## config.mk

```make
export PLATFORM = sky130hd
export DESIGN_NAME = hazard_ctrl
export DESIGN_NICKNAME = d
export VERILOG_FILES = /design/src/rtl/hazard_pkg.sv /design/src/rtl/hazard_perf_cnt.sv /design/src/rtl/hazard_ctrl.sv
export SDC_FILE = /design/constraint.sdc
export NUM_CORES = 1
export LEC_CHECK = 0
export ABC_CLOCK_PERIOD_IN_PS = 1500
export CAP_MARGIN = 40
export CORE_UTILIZATION = 37
export CTS_CLUSTER_SIZE = 25
export DETAILED_ROUTE_END_ITERATION = 6
export GPL_TIMING_DRIVEN = 0
export MAX_ROUTING_LAYER = met4
export PLACE_DENSITY = 0.74
export SLEW_MARGIN = 15
export SYNTH_ARGS = -nofsm -noshare
export SYNTH_HDL_FRONTEND = slang
export SYNTH_SLANG_ARGS = --single-unit
```

## constraint.sdc

```tcl
create_clock -name clk_i -period 1.5 [get_ports clk_i]
set_input_delay 0.225 -clock clk_i [delete_from_list [all_inputs] [get_ports clk_i]]
set_output_delay 0.225 -clock clk_i [all_outputs]
set_load 0.02 [all_outputs]
```

## src/rtl/hazard_pkg.sv

```systemverilog
// Shared types and defaults for the pipeline hazard sequencer and the ID-stage decoder.
package hazard_pkg;

  localparam int REG_AW_DEF  = 5;
  localparam int TIMEOUT_DEF = 255;
  localparam int CNT_W_DEF   = 16;

  typedef enum logic [1:0] {
    RUN      = 2'b00,
    MEM_WAIT = 2'b01,
    HALT     = 2'b10
  } hz_state_e;

  // ALUOp field driven by the main decoder into EX.
  typedef enum logic [1:0] {
    ALUOP_ADD    = 2'b00,
    ALUOP_BRANCH = 2'b01,
    ALUOP_FUNCT  = 2'b10
  } aluop_e;

  typedef struct packed {
    logic pc_write;
    logic ifid_write;
    logic idex_bubble;
    logic if_flush;
    logic freeze;
  } hz_ctrl_t;

  function automatic logic reg_hit(input logic use_rs, input logic [31:0] rs,
                                   input logic [31:0] rd);
    return use_rs && (rs == rd);
  endfunction

endpackage

```

## src/rtl/hazard_perf_cnt.sv

```systemverilog
// Saturating event counter; holds at all-ones instead of wrapping.
module hazard_perf_cnt #(
  parameter int CNT_W = 16
) (
  input  logic             clk_i,
  input  logic             rst_i,
  input  logic             inc_i,
  output logic [CNT_W-1:0] cnt_o
);

  always_ff @(posedge clk_i or posedge rst_i) begin
    if (rst_i) begin
      cnt_o <= '0;
    end else if (inc_i && (cnt_o != '1)) begin
      cnt_o <= cnt_o + CNT_W'(1);
    end
  end

endmodule

```

## src/rtl/hazard_ctrl.sv

```systemverilog
// Pipeline sequencer: load-use stall, branch flush and memory-wait freeze with watchdog.
// Define HAZARD_PERF_CNT_EN to build the stall/flush/freeze performance counters.
module hazard_ctrl
  import hazard_pkg::*;
#(
  parameter int REG_AW  = REG_AW_DEF,
  parameter int TIMEOUT = TIMEOUT_DEF,
  parameter int CNT_W   = CNT_W_DEF
) (
  input  logic              clk_i,
  input  logic              rst_i,
  input  logic [REG_AW-1:0] ID_rs1_i,
  input  logic [REG_AW-1:0] ID_rs2_i,
  input  logic              ID_use_rs1_i,
  input  logic              ID_use_rs2_i,
  input  logic              ID_branch_taken_i,
  input  logic              EX_MemRead_i,
  input  logic [REG_AW-1:0] EX_rd_i,
  input  logic              MEM_req_i,
  input  logic              mem_ack_i,
  output logic              PCWrite_o,
  output logic              IFIDWrite_o,
  output logic              IDEX_bubble_o,
  output logic              IF_flush_o,
  output logic              freeze_o,
  output logic              err_o,
  output logic [CNT_W-1:0]  stall_cnt_o,
  output logic [CNT_W-1:0]  flush_cnt_o,
  output logic [CNT_W-1:0]  freeze_cnt_o
);

  hz_state_e        state;
  logic [CNT_W-1:0] wait_cnt;
  logic             miss;
  logic             lu;
  logic             freeze;
  hz_ctrl_t         ctrl;

  assign miss = MEM_req_i & ~mem_ack_i;

  assign lu = EX_MemRead_i && (EX_rd_i != '0) &&
              (reg_hit(ID_use_rs1_i, 32'(ID_rs1_i), 32'(EX_rd_i)) ||
               reg_hit(ID_use_rs2_i, 32'(ID_rs2_i), 32'(EX_rd_i)));

  // An unencodable state is treated as a fault and parks in HALT.
  always_ff @(posedge clk_i or posedge rst_i) begin
    if (rst_i) begin
      state    <= RUN;
      wait_cnt <= '0;
    end else begin
      case (state)
        RUN: begin
          if (miss) begin
            state    <= MEM_WAIT;
            wait_cnt <= CNT_W'(1);
          end
        end
        MEM_WAIT: begin
          if (mem_ack_i) begin
            state    <= RUN;
            wait_cnt <= '0;
          end else begin
            wait_cnt <= wait_cnt + CNT_W'(1);
            if (wait_cnt == CNT_W'(TIMEOUT)) begin
              state <= HALT;
            end
          end
        end
        HALT: begin
          state <= HALT;
        end
        default: begin
          state <= HALT;
        end
      endcase
    end
  end

  always_comb begin
    freeze = 1'b1;
    case (state)
      RUN:      freeze = miss;
      MEM_WAIT: freeze = ~mem_ack_i;
      default:  freeze = 1'b1;
    endcase
  end

  // Outputs are same-cycle; reset overrides so the pipe sees a NOP stream while rst_i is high.
  always_comb begin
    ctrl = '{pc_write: 1'b1, ifid_write: 1'b1, idex_bubble: 1'b0, if_flush: 1'b0, freeze: 1'b0};
    if (rst_i) begin
      ctrl = '{pc_write: 1'b0, ifid_write: 1'b0, idex_bubble: 1'b1, if_flush: 1'b0, freeze: 1'b0};
    end else if (freeze) begin
      ctrl = '{pc_write: 1'b0, ifid_write: 1'b0, idex_bubble: 1'b0, if_flush: 1'b0, freeze: 1'b1};
    end else if (lu) begin
      ctrl = '{pc_write: 1'b0, ifid_write: 1'b0, idex_bubble: 1'b1, if_flush: 1'b0, freeze: 1'b0};
    end else if (ID_branch_taken_i) begin
      ctrl = '{pc_write: 1'b1, ifid_write: 1'b1, idex_bubble: 1'b0, if_flush: 1'b1, freeze: 1'b0};
    end
  end

  assign PCWrite_o     = ctrl.pc_write;
  assign IFIDWrite_o   = ctrl.ifid_write;
  assign IDEX_bubble_o = ctrl.idex_bubble;
  assign IF_flush_o    = ctrl.if_flush;
  assign freeze_o      = ctrl.freeze;
  assign err_o         = (state == HALT);

`ifdef HAZARD_PERF_CNT_EN
  hazard_perf_cnt #(.CNT_W(CNT_W)) u_stall_cnt (
    .clk_i (clk_i),
    .rst_i (rst_i),
    .inc_i (lu & ~ctrl.freeze),
    .cnt_o (stall_cnt_o)
  );

  hazard_perf_cnt #(.CNT_W(CNT_W)) u_flush_cnt (
    .clk_i (clk_i),
    .rst_i (rst_i),
    .inc_i (ctrl.if_flush),
    .cnt_o (flush_cnt_o)
  );

  hazard_perf_cnt #(.CNT_W(CNT_W)) u_freeze_cnt (
    .clk_i (clk_i),
    .rst_i (rst_i),
    .inc_i (ctrl.freeze),
    .cnt_o (freeze_cnt_o)
  );
`else
  assign stall_cnt_o  = '0;
  assign flush_cnt_o  = '0;
  assign freeze_cnt_o = '0;
`endif

endmodule

```

==> metrics.cfg, run 1 <==
[status]
status = finished with violations
failed_checks = setup timing

[synth]
synth_top_family_by_area = buffers and inverters
synth.distinct_cells = 43
yosys.area_share.simple_pct = 19.6
synth_xor_area_share_pct = 6.70
yosysSeqAreaShare_pct = 28.7
synth_seq_cells = 18
synthTopCellsByCount = buf_4 (50), dfrtp_1 (18), nand2_1 (13)
avgSynthCellArea_sq_um = 8.72
synth_top_area_cell = dfrtp_1
synth_compound_area_share_pct = 18.3
synth_flop_cell = dfrtp_1
synth_area_leaders = dfrtp_1 (29%), buf_4 (24%), xnor2_1 (5.6%), o2111ai_4 (3.3%), or4_1 (3.3%)
synth_top_area_share_pct = 28.7
yosysMostFrequentCell = buf_4
synthAdderAreaFrac_pct = 0.797
synth_mux_area_share_pct = 0
mappedNetlistArea_sq_um = 1570
netlist_instances = 180
synthArstFlopShare_pct = 100
synth_warnings = 0
synth_edf_count = 0

[power_and_ir_drop]
pwr_density_cell_nw_per_um2 = 590
p_leak_uw = 0.00119
ir_drop_mv = 0.230
power.total_uw = 1420

[critical_path]
cp_max_fo = 3
critical_path_arrival_ns = 1.47
reg2regPathDepth = 5
worst_setup_path_start_kind = primary input
path_cells = buf_8 -> or4_4 -> o21a_4 -> a211oi_4 -> buf_6
slowest_stage = or4_4
cp_top_family = simple AND/OR/NAND/NOR gates
r2r_end = wait_cnt[13]
crit_type = in -> out
critPathBufInv = 2
r2r-start = state[0]
cpPeakStageDelay_ns = 0.53
reg2reg_slack_ns = -0.05
required_ns = 1.27
end_kind = primary output

[global_route]
grt_overflow = 0
use_met1_pct = 18.6
grt_pass1_wl_mm = 5.73
busiest_layer = met2
antenna_found_initial = 0
grt_use_met2_pct = 31.3
grt_pass1_vias = 1323
grt_start_max_net_pins = 19
track_usage_pct = 17.4
use_met3_pct = 2.57

[finish]
final_net_count = 302
fin_util_pct = 59.6
fillers = 349
final_cell_area_sq_um = 2400
drive_above_1_share_pct = 40.1
n_antenna_cell = 0
areaGrowthSynthToFinish_pct = 53.1

[floorplanning]
dieWidth_um = 67.1
io_pins = 77
die_area_sq_um = 4510
core_sq_um = 4030
core.rowCount = 23
dieHeight_um = 67.1
start_util_pct = 38.9

[sta]
period_needed_ns = 1.70
fmax_mhz = 590
timing.final.ws_setup_ns = -0.195
period_share_pct = 113
fin_skew_ns = 0.00552
finalSetupTns_ns = -1.12
finalSetupViolCount = 15
rsz0062_at_grt = true
slew_viol_final = 0
hold_violations = 0

[clock_network]
cts_hold_buf = 0
insertion_delay_ns = 0.26
clk_transition_reported_paths_ns = 0.08
cts.path.max_buffers = 2
numCtsBuffers = 3
cts_root_buf = clkbuf_8
tritoncts = done
clock_sinks = 18
cts_htree_levels = 1

[hold_path]
hold_path.class = in -> async

[place]
postPlaceCellArea_sq_um = 2140
hpwl_mm = 2.48
numPortBuffers = 28
routabilityCongestion = 0.822
pre_cts_ws_ns = -1.07

[route]
via_per_inst = 4.41
route.detailed.drc = 0
wl_mm = 3.59
first_iter_violations = 60
drt_first_pass_iters = 4
ant_nets = 0
dr_total_vias = 1441
wl_per_cell_um = 11.0

[run]
maxCapViolCount = 0

-- placed cells by master, fill, tap and decap left out, types with 4 or more instances in the layout --
cell type	n
conb_1	48
or4_1	4
nand2_1	12
buf_2	4
nand4_1	4
clkdlybuf4s50_1	5
or3_1	4
clkbuf_8	4
o21ai_0	8
nor2_1	7
buf_6	6
dfrtp_1	16
xnor2_1	10
a21oi_1	8
buf_4	67
dlygate4sd2_1	11
-- registers in the layout, summed over array words and instances (netlist names) --
| register | cells |
|---|---|
| state | 2 |
| wait_cnt | 16 |
-- worst reg2reg max path: cells and delay by family, from the launching register on --
kind	cells	cell delay, ns
AND/OR/NAND/NOR	1	0.51
buffers and inverters	2	0.27
AO/OA/AOI/OAI	2	0.33
flip-flops	1	0.37
-- through the flow --
step | std cells | hold slack [ns]
after global placement | 305 | 0.512
after floorplan | 227 | 0.194
after detailed placement | 305 | 0.539
final | 327 | 0.481
after global routing | 327 | 0.519
after CTS | 324 | 0.470
-- final cells by class --
class | instances | area, sq um | share of cell area [%]
tap | 50 | 62.6 | 2.60
inverter | 5 | 25.0 | 1.04
timing repair buffer | 46 | 404 | 16.8
clock buffer | 4 | 55.1 | 2.29
buffer | 51 | 390 | 16.3
multi-input combinational | 153 | 1010 | 42.1
sequential | 18 | 453 | 18.9
-- cells by family (layout without fill, tap and decap cells) --
group | count (synthesis) | count (layout)
buf+inv | 56 | 106
compound gates | 39 | 39
xor+xnor | 12 | 12
flops | 18 | 18
other cells | 1 | 48
fa+ha+maj | 1 | 1
simple gates | 53 | 53
-- what timing repair did --
action | 4_1_cts | 5_1_grt
pin swaps | 24 | 7
setup buffers | 15 | 3
endpoints found under the hold margin | 0 | 0
setup endpoints to repair | 19 | 19
resized for setup | 78 | 6
-- report_power, final --
group	internal [uW]	switching (uW)	leakage, uW
registers	496	10.1	0.000244
clock network	234	184	0.0000288
logic	241	252	0.000921
total	971	446	0.00119
-- layer usage --
layer	vias up	wire length (um)	share of wire [%]
met5	-	0	0
met3	7	215	6.0
met1	644	1440	40
li1	735	-	-
met4	0	64	1.8
met2	55	1870	52
-- worst max path at each step --
stage                     from  depth (start not counted)    endpoint  slack (ns)
floorplan           EX_rd_i[3]                          4   PCWrite_o       -0.07
global placement    EX_rd_i[3]                          6   PCWrite_o       -1.06
detailed placement  EX_rd_i[3]                          6   PCWrite_o       -1.07
CTS                 EX_rd_i[1]                          5  IF_flush_o       -0.21
global route          state[0]                          7   PCWrite_o       -0.24
finish              EX_rd_i[1]                          5  IF_flush_o       -0.20
No activity file was read; power rests on OpenSTA's default activity.
==> run 2, diff against run 1 <==
--- a/config.mk
+++ b/config.mk
@@ -8,7 +8,7 @@
 export ABC_CLOCK_PERIOD_IN_PS = 1500
 export CAP_MARGIN = 40
 export CORE_UTILIZATION = 37
-export CTS_CLUSTER_SIZE = 25
+export CTS_CLUSTER_SIZE = 16
 export DETAILED_ROUTE_END_ITERATION = 6
 export GPL_TIMING_DRIVEN = 0
 export MAX_ROUTING_LAYER = met4
==> results of run 2 <==
Final layout, timing and power as in run 1 (identical DEF).
